$ cat src/rtl/add_vec_pkg.sv
// Shared types and constants for the CCI-P vector-add engine.
package add_vec_pkg;

  typedef enum logic [2:0] {
    S_IDLE,
    S_RD_A,
    S_RD_B,
    S_WAIT_RSP,
    S_WRITE,
    S_DRAIN,
    S_DONE
  } t_state;

  localparam logic [2:0] CSR_SRC_A     = 3'd0;
  localparam logic [2:0] CSR_SRC_B     = 3'd1;
  localparam logic [2:0] CSR_DST       = 3'd2;
  localparam logic [2:0] CSR_NUM_LINES = 3'd3;
  localparam logic [2:0] CSR_START     = 3'd4;

  localparam int unsigned TAG_BIT = 0;
  localparam logic        TAG_A   = 1'b0;
  localparam logic        TAG_B   = 1'b1;

  localparam int unsigned CL_ADDR_W = 42;
  localparam int unsigned LINE_W    = 512;
  localparam int unsigned MDATA_W   = 16;

endpackage

$ cat src/rtl/add_vec_lanes.sv
// NUM_LANES x LANE_W unsigned adder, optional clamp on carry out, one output register.
module add_vec_lanes #(
  parameter int unsigned LANE_W    = 8,
  parameter int unsigned NUM_LANES = 64,
  parameter int unsigned SATURATE  = 0
) (
  input  logic                          clk,
  input  logic                          rst_n,
  input  logic                          in_valid_i,
  input  logic [NUM_LANES*LANE_W-1:0]   a_i,
  input  logic [NUM_LANES*LANE_W-1:0]   b_i,
  output logic [NUM_LANES*LANE_W-1:0]   sum_o,
  output logic                          valid_o
);

  localparam int unsigned DW = NUM_LANES * LANE_W;

  logic [DW-1:0]   sum_d;
  logic [DW-1:0]   sum_q;
  logic            valid_q;
  logic [LANE_W:0] lane_sum;

  always_comb begin
    sum_d    = '0;
    lane_sum = '0;
    for (int unsigned k = 0; k < NUM_LANES; k++) begin
      lane_sum = {1'b0, a_i[k*LANE_W +: LANE_W]} + {1'b0, b_i[k*LANE_W +: LANE_W]};
      if ((SATURATE != 0) && lane_sum[LANE_W]) begin
        sum_d[k*LANE_W +: LANE_W] = '1;
      end else begin
        sum_d[k*LANE_W +: LANE_W] = lane_sum[LANE_W-1:0];
      end
    end
  end

  always_ff @(posedge clk or negedge rst_n) begin
    if (!rst_n) begin
      sum_q   <= '0;
      valid_q <= 1'b0;
    end else begin
      sum_q   <= sum_d;
      valid_q <= in_valid_i;
    end
  end

  assign sum_o   = sum_q;
  assign valid_o = valid_q;

endmodule

$ cat src/rtl/add_vec_engine_ccip.sv
// Vector-add engine: reads lines A and B over CCI-P c0, writes lane sums over c1,
// for NUM_LINES consecutive cache lines.
module add_vec_engine_ccip
  import add_vec_pkg::*;
#(
  parameter int unsigned LANE_W    = 8,
  parameter int unsigned NUM_LANES = 64,
  parameter int unsigned SATURATE  = 0,
  parameter int unsigned CNT_W     = 16
) (
  input  logic                 clk,
  input  logic                 reset_n,
  input  logic                 csr_wr_valid,
  input  logic [2:0]           csr_wr_idx,
  input  logic [63:0]          csr_wr_data,
  output logic                 c0_req_valid,
  output logic [41:0]          c0_req_addr,
  output logic [15:0]          c0_req_mdata,
  input  logic                 c0_almfull,
  input  logic                 c0_rsp_valid,
  input  logic [15:0]          c0_rsp_mdata,
  input  logic [511:0]         c0_rsp_data,
  output logic                 c1_req_valid,
  output logic [41:0]          c1_req_addr,
  output logic [511:0]         c1_req_data,
  input  logic                 c1_almfull,
  input  logic                 c1_rsp_valid,
  output logic                 busy,
  output logic                 done,
  output logic [CNT_W-1:0]     lines_done
);

  localparam int unsigned DW = NUM_LANES * LANE_W;

  t_state state_q, state_d;

  logic [CL_ADDR_W-1:0] cfg_src_a_q, cfg_src_b_q, cfg_dst_q;
  logic [CNT_W-1:0]     cfg_num_q;
  logic [CL_ADDR_W-1:0] job_src_a_q, job_src_b_q, job_dst_q;
  logic [CNT_W-1:0]     job_num_q;
  logic [CNT_W-1:0]     idx_q, idx_d;
  logic [CNT_W-1:0]     lines_q;
  logic                 have_a_q, have_b_q;
  logic [DW-1:0]        buf_a_q, buf_b_q;
  logic [DW-1:0]        sum;
  logic                 sum_valid;
  logic                 start_ok, rsp_ours, cap_a, cap_b, wr_fire;

  assign start_ok = csr_wr_valid && (csr_wr_idx == CSR_START) &&
                    ((state_q == S_IDLE) || (state_q == S_DONE));

  // Responses only count while a read pair is outstanding; foreign tags are dropped.
  assign rsp_ours = c0_rsp_valid && (c0_rsp_mdata[MDATA_W-1:1] == '0) &&
                    ((state_q == S_RD_B) || (state_q == S_WAIT_RSP));
  assign cap_a    = rsp_ours && (c0_rsp_mdata[TAG_BIT] == TAG_A) && !have_a_q;
  assign cap_b    = rsp_ours && (c0_rsp_mdata[TAG_BIT] == TAG_B) && !have_b_q;

  always_ff @(posedge clk or negedge reset_n) begin
    if (!reset_n) begin
      cfg_src_a_q <= '0;
      cfg_src_b_q <= '0;
      cfg_dst_q   <= '0;
      cfg_num_q   <= '0;
      job_src_a_q <= '0;
      job_src_b_q <= '0;
      job_dst_q   <= '0;
      job_num_q   <= '0;
    end else begin
      if (csr_wr_valid) begin
        case (csr_wr_idx)
          CSR_SRC_A:     cfg_src_a_q <= csr_wr_data[CL_ADDR_W-1:0];
          CSR_SRC_B:     cfg_src_b_q <= csr_wr_data[CL_ADDR_W-1:0];
          CSR_DST:       cfg_dst_q   <= csr_wr_data[CL_ADDR_W-1:0];
          CSR_NUM_LINES: cfg_num_q   <= csr_wr_data[CNT_W-1:0];
          default: ;
        endcase
      end
      if (start_ok) begin
        job_src_a_q <= cfg_src_a_q;
        job_src_b_q <= cfg_src_b_q;
        job_dst_q   <= cfg_dst_q;
        job_num_q   <= cfg_num_q;
      end
    end
  end

  always_ff @(posedge clk or negedge reset_n) begin
    if (!reset_n) begin
      state_q  <= S_IDLE;
      idx_q    <= '0;
      lines_q  <= '0;
      have_a_q <= 1'b0;
      have_b_q <= 1'b0;
      buf_a_q  <= '0;
      buf_b_q  <= '0;
    end else begin
      state_q <= state_d;
      idx_q   <= idx_d;
      if (start_ok) begin
        lines_q <= '0;
      end else if (c1_rsp_valid && busy && (lines_q != '1)) begin
        lines_q <= lines_q + 1'b1;
      end
      if (start_ok || wr_fire) begin
        have_a_q <= 1'b0;
        have_b_q <= 1'b0;
      end else begin
        if (cap_a) have_a_q <= 1'b1;
        if (cap_b) have_b_q <= 1'b1;
      end
      if (cap_a) buf_a_q <= c0_rsp_data[DW-1:0];
      if (cap_b) buf_b_q <= c0_rsp_data[DW-1:0];
    end
  end

  add_vec_lanes #(
    .LANE_W    (LANE_W),
    .NUM_LANES (NUM_LANES),
    .SATURATE  (SATURATE)
  ) u_lanes (
    .clk        (clk),
    .rst_n      (reset_n),
    .in_valid_i (have_a_q & have_b_q),
    .a_i        (buf_a_q),
    .b_i        (buf_b_q),
    .sum_o      (sum),
    .valid_o    (sum_valid)
  );

  always_comb begin
    state_d      = state_q;
    idx_d        = idx_q;
    wr_fire      = 1'b0;
    c0_req_valid = 1'b0;
    c0_req_addr  = '0;
    c0_req_mdata = '0;
    c1_req_valid = 1'b0;
    c1_req_addr  = '0;
    c1_req_data  = '0;
    case (state_q)
      S_IDLE, S_DONE: begin
        if (start_ok) begin
          idx_d   = '0;
          state_d = (cfg_num_q == '0) ? S_DONE : S_RD_A;
        end
      end
      S_RD_A: begin
        if (!c0_almfull) begin
          c0_req_valid          = 1'b1;
          c0_req_addr           = job_src_a_q + CL_ADDR_W'(idx_q);
          c0_req_mdata[TAG_BIT] = TAG_A;
          state_d               = S_RD_B;
        end
      end
      S_RD_B: begin
        if (!c0_almfull) begin
          c0_req_valid          = 1'b1;
          c0_req_addr           = job_src_b_q + CL_ADDR_W'(idx_q);
          c0_req_mdata[TAG_BIT] = TAG_B;
          state_d               = S_WAIT_RSP;
        end
      end
      S_WAIT_RSP: begin
        if (have_a_q && have_b_q) state_d = S_WRITE;
      end
      S_WRITE: begin
        if (sum_valid && !c1_almfull) begin
          wr_fire                 = 1'b1;
          c1_req_valid            = 1'b1;
          c1_req_addr             = job_dst_q + CL_ADDR_W'(idx_q);
          c1_req_data[DW-1:0]     = sum;
          idx_d                   = idx_q + 1'b1;
          state_d                 = (idx_d < job_num_q) ? S_RD_A : S_DRAIN;
        end
      end
      S_DRAIN: begin
        if (lines_q == job_num_q) state_d = S_DONE;
      end
      default: state_d = S_IDLE;
    endcase
  end

  assign busy       = (state_q != S_IDLE) && (state_q != S_DONE);
  assign done       = (state_q == S_DONE);
  assign lines_done = lines_q;

endmodule

$ cat config.mk
export PLATFORM = sky130hd
export DESIGN_NAME = add_vec_engine_ccip
export DESIGN_NICKNAME = d
export VERILOG_FILES = /design/src/rtl/add_vec_pkg.sv /design/src/rtl/add_vec_lanes.sv /design/src/rtl/add_vec_engine_ccip.sv
export SDC_FILE = /design/constraint.sdc
export NUM_CORES = 2
export LEC_CHECK = 0
export BUFFER_PORTS_ARGS = -buffer_cell sky130_fd_sc_hd__buf_2
export CAP_MARGIN = 20
export CORE_UTILIZATION = 24
export DETAILED_ROUTE_END_ITERATION = 8
export GPL_TIMING_DRIVEN = 0
export PLACE_DENSITY = 0.49
export REMOVE_ABC_BUFFERS = 1
export SYNTH_ARGS = -nofsm -noshare
export SYNTH_HDL_FRONTEND = slang
export SYNTH_SLANG_ARGS = --single-unit
$ cat constraint.sdc
create_clock -name clk -period 2.8 [get_ports clk]
set_input_delay 0.28 -clock clk [delete_from_list [all_inputs] [get_ports clk]]
set_output_delay 0.28 -clock clk [all_outputs]
set_load 0.02 [all_outputs]
## Yosys cells after proc, flatten, opt, wreduce, memory -nomap -nowiden

Cells that the tools add are included.

| operators by class | value |
|---|---|
| bitwise gates (word level) | 2 |
| $add $sub $neg | 69 |
| equality and inequality tests | 19 |
| mux-type cells | 30 |
| magnitude comparators | 1 |
| reductions and logical operators | 36 |

Operators with widths:

| kind | number |
|---|---|
| 512-bit two-way mux | 2 |
| 8-bit adder | 64 |
| 42-bit two-way mux | 4 |
| 42-bit by 16-bit adder with 42-bit output | 3 |
| 42-bit case mux with 2 select lines | 1 |
| 16-bit two-way mux | 4 |
| 16-bit by 1-bit adder with 16-bit output, second input constant | 2 |
| 16-bit case mux with 2 select lines | 1 |
| 3-bit two-way mux | 8 |
| 3-bit case mux with 6 select lines | 1 |
| 16-bit equality test | 1 |
| 16-bit zero test | 1 |
| 16-bit less-than comparator | 1 |
| 16-bit inequality test, second input constant | 1 |
| 15-bit zero test | 1 |
| 1-bit logical AND | 13 |
| 3-bit by 2-bit equality test with 1-bit output, second input constant | 4 |
| 3-bit equality test, second input constant | 4 |
| 2-bit inequality test, second input constant | 5 |
| 1-bit two-way mux | 9 |
| 2-bit AND reduction | 4 |
| 2-bit nonzero test | 4 |
| 3-bit by 1-bit equality test with 1-bit output, second input constant | 2 |
| 3-bit zero test | 2 |
| other kinds (10) | 15 |

| storage, ports and cells | value |
|---|---|
| bits of input ports | 602 |
| bits in registers | 1858 |

## Depth between registers and ports, before layout

| depth | value |
|---|---|
| depth after elaboration | 7 |
| gate-level depth with buffers | 14 |
| gate-level depth less buffers | 13 |

## By module

Synthesis repeated with hierarchy kept, for this count alone.

| second synthesis, totals | value |
|---|---|
| cell total of the unflattened synthesis | 9594 |
| area, all modules | 91383.9 µm² |

Modules (own cells, without submodules):

| module | area an instance (µm²) | times used | sequential area each (µm²) | cells each |
|---|---|---|---|---|
| add_vec_engine_ccip | 59175.5 | 1 | 33657.3 | 6477 |
| add_vec_lanes | 32208.4 | 1 | 12837.3 | 3117 |

## Worst setup path after synthesis

Ideal clock, no wire load.

| path | value |
|---|---|
| path kind | flip-flop to output port |
| start | reg idx_q[0] |
| end | out c0_req_addr[14] |
| required time | 2.520 ns |
| stages on the path, launching flop included | 11 |
| arrival | 3.007 ns |
| slack | -0.487 ns |
| path through | dfrtp_1 > ha_1 > fa_1 > a211oi_1 > o21ai_0 > a31oi_1 > a21oi_1 > o21a_1 > o21a_1 > o21a_1 > o31ai_1 |

| between the ends | value |
|---|---|
| word-level cells in the longest chain between the ends | 3 |
| elaborated cells on any way between the ends | 5 |
| classes of those cells | add/sub (2); mux (3) |

Ends and longest elaborated chain:

| item | line | source |
|---|---|---|
| from (decl) | add_vec_engine_ccip.sv:41 | `logic [CNT_W-1:0] idx_q, idx_d;` |
| from (signal assigned) | add_vec_engine_ccip.sv:98 | `idx_q <= idx_d;` |
| 42-bit by 16-bit adder with 42-bit output (on tied branches) | add_vec_engine_ccip.sv:158, add_vec_engine_ccip.sv:150 |  |
| 42-bit two-way mux (on tied branches) | add_vec_engine_ccip.sv:156, add_vec_engine_ccip.sv:148 |  |
| 42-bit case mux with 2 select lines (*) | add_vec_engine_ccip.sv:140 | `case (state_q)` |
| to (decl) | add_vec_engine_ccip.sv:17 | `output logic [41:0] c0_req_addr,` |

Mark *: on every way between the ends. The rest lies on a longest branch, timed or not.

## Final worst setup path

| path | value |
|---|---|
| start | reg idx_q[0] |
| end | out c0_req_addr[38] |

The elaborated chain is that of the path after synthesis.

==> metrics.cfg <==
[status]
outcome=finished, violations left
failed_checks=hold timing, setup timing

[routing]
vias_per_cell=4.29
drc=0
post_drt_wl_per_cell_um=20.2
dr.pass1.iters=8
vias=68500
drtAntennaViolNets=0
drt_first_iter_violations=4200
wl_um=322000

[placement]
postPlaceCellArea_mm2=0.101
portBuffers=1196
hpwlAfterDp_um=215000
routabilityCongestion=0.854

[global_routing]
grt_pass1_vias=68300
grt_pass1_wl_um=459000
overflow=0
antenna_found_initial=84
grt_use_total=0.164
grt_max_degree=155

[sta]
hold_viol_final=143
min_period_over_period=1.51
relSlewSlack=0.389
drv_slew=0
grt_setup_unrepaired=yes
layout_setup_ws_ns=-1.44
skew_ns=0.0832
timing.fmax_mhz=236
setup_viol=1555
setup_tns_ns=-742.41
finalHoldWorstSlack_ns=-0.541
tightest_slew_ns=0.907
period_minus_slack_ns=4.24

[logic_synthesis]
yosys_warnings=0
syn_inst=8911
synth.area.top_cells=dfrtp_1 (53%), nand2_1 (13%), ha_1 (7.3%)
synth_top_area_frac=0.528
yosysTopAreaCell=dfrtp_1
async_reset_ff_frac=1.00
synth_flop_cell=dfrtp_1
yosys-top-cells-count=nand2_1 (2974), dfrtp_1 (1858), and2_1 (523)
avgSynthCellArea_um2=9.88
ys_ff_latch=1858
syn_area_mm2=0.0880
ys_seq_area_frac=0.528
synth.most_common_cell=nand2_1
synth-edff-count=0
yosysUniqueCellTypes=77

[setup_path]
critPathTopFamily=compound AO/OA/AOI/OAI gates
slowest_delay_ns=0.47
cp_data_arrival_time_ns=3.96
worst-path-buf-inv=3
cp.depth=13
path_class=reg -> out
crit_required_ns=2.52
worstPathMaxFanout=5
cp_slowest_cell=dfrtp_2
crit_path_cell_trace=ha_4 -> fa_2 -> a211o_1 -> o211ai_1 -> a221oi_2 -> a311oi_2 -> buf_4 -> a21oi_4 -> buf_12 -> nand3_2 -> xor2_1 -> o211ai_1 -> buf_4
ff2ff_path_depth=15
end_kind=output pin
cp-start-kind=flop

[layout]
nets=12100
drive_above_1_share=0.230
area_delta_synth_final_pct=37.7
regArea_mm2=0.0465
multi_input_area_mm2=0.0400
fin_area_mm2=0.121
fillers=37400

[clocking]
cts_root_buf=clkbuf_16
clock_path_buffers=4
cts_sinks=1858
cts_tree=yes
numCtsBuffers=226
htreeDepth=4
clk_latency_ns=0.91
cts.clk_slew.worst_paths_ns=0.06

[floorplan]
chipHeight_um=608
rows=222
die_width_um=608
start_util=0.241
die_area_mm2=0.369
ios=1234
core_area_mm2=0.365

[pwr]
leakagePower_uw=0.0630
ir_worst_vdd_v=0.000499
pwr_density_cell_mw_per_mm2=564
p_total_uw=68400

[job]
max-cap-violations=0

[hold_path]
hold_class=in -> async

[flip-flops by register name, indices dropped and copies added, names as in the netlist, 42 cells and up]
signal / cells
cfg_dst_q: 42
u_lanes.sum_o: 512
job_dst_q: 42
job_src_a_q: 42
job_src_b_q: 42
buf_b_q: 512
cfg_src_a_q: 42
cfg_src_b_q: 42
buf_a_q: 512
[path summary, 6_finish.rpt]
path	from	end	slack, ns
worst max-delay path	idx_q[0]$_DFFE_PN0P_	c0_req_addr[38]	-1.44
worst min-delay path	reset_n	u_lanes.sum_o[236]$_DFF_PN0_	-0.54
worst max register to register	state_q[2]$_DFFE_PN0P_	buf_a_q[161]$_DFFE_PN0P_	-0.71
worst min register to register	cfg_num_q[15]$_DFFE_PN0P_	job_num_q[15]$_DFFE_PN0P_	0.47
max in group asynchronous	reset_n	u_lanes.sum_o[106]$_DFF_PN0_	-0.12
min in group clk	c0_rsp_data[183]	buf_b_q[183]$_DFFE_PN0P_	0.13
[per-stage QoR]
stage               utilization  cells  worst slack (ns)
finish                    0.332  16000             -1.44
global route              0.332  16000             -1.61
CTS                       0.323  15800             -1.59
detailed placement        0.276  14700             -1.89
global placement          0.269  14600            -43.57
floorplan                     -   8558            -17.71
[final cells by class]
class | instances | area share
sequential | 1858 | 0.384
multi-input combinational | 6284 | 0.330
timing repair buffer | 2141 | 0.158
clock buffer | 324 | 0.0541
tap | 4816 | 0.0497
inverter | 420 | 0.0132
clock inverter | 89 | 0.0106
antenna | 29 | 0.000598
timing repair inverter | 3 | 0.000217
[logic make-up (layout without fill, tap and decap cells)]
group / count (synthesis) / in the layout / synth area share
other: 1 / 44 / 0.0000426
AO/OA/AOI/OAI: 1034 / 1034 / 0.0712
multiplexers: 270 / 270 / 0.0345
AND/OR/NAND/NOR: 3785 / 3789 / 0.181
flip-flops: 1858 / 1858 / 0.528
buffers and inverters: 787 / 2977 / 0.0372
adder cells (fa/ha/maj): 581 / 581 / 0.0883
XOR/XNOR: 595 / 595 / 0.0593
[power by group]
| group | total, uW | leakage (uW) | switching, uW | internal, uW |
|---|---|---|---|---|
| logic | 7380 | 0.0347 | 3780 | 3600 |
| registers | 29900 | 0.0245 | 1540 | 28300 |
| clock network | 31100 | 0.00384 | 12700 | 18500 |
| total | 68400 | 0.0630 | 18000 | 50400 |
[worst reg2reg max path, cell delays in order, from the launching register on]
cell	delay, ns
dfrtp_2	0.45
inv_4	0.08
ha_4	0.14
or4b_4	0.47
nor4_4	0.33
and2b_2	0.25
buf_6	0.10
nor2b_4	0.19
buf_4	0.16
buf_12	0.17
buf_12	0.25
buf_12	0.26
buf_16	0.22
buf_16	0.18
nand2_1	0.07
o21ai_0	0.08
[cell usage in the layout, fill, tap and decap left out, types with 81 or more instances in the layout]
| master | instances |
|---|---|
| buf_16 | 87 |
| nand2_1 | 2876 |
| buf_4 | 210 |
| o21bai_1 | 134 |
| dfrtp_1 | 1840 |
| inv_1 | 418 |
| and2_1 | 441 |
| a21oi_1 | 356 |
| and2_4 | 84 |
| dlygate4sd3_1 | 575 |
| xor2_1 | 130 |
| mux2_2 | 268 |
| xnor2_1 | 453 |
| nor2_1 | 81 |
| buf_6 | 133 |
| buf_2 | 996 |
| clkbuf_16 | 265 |
| ha_1 | 488 |
| o21ai_0 | 239 |
| a21o_1 | 151 |
[repair_timing]
action | CTS | global route
pin swaps | 94 | 189
endpoints found under the hold margin | 1359 | 141
buffers inserted | 75 | 102
endpoints found under the setup margin | 1711 | 1842
hold buffers | 575 | 2
gates cloned | 48 | 49
resized for setup | 447 | 400
[routing by layer]
layer | part of all wire | up-vias | global-route usage
met3 | 0.048 | 549 | 0.0275
met4 | 0.041 | 22 | 0.0637
li1 | - | 32700 | -
met5 | 0.00043 | - | 0
met2 | 0.49 | 1567 | 0.285
met1 | 0.42 | 33600 | 0.202
(Power assumes the default switching activity.)
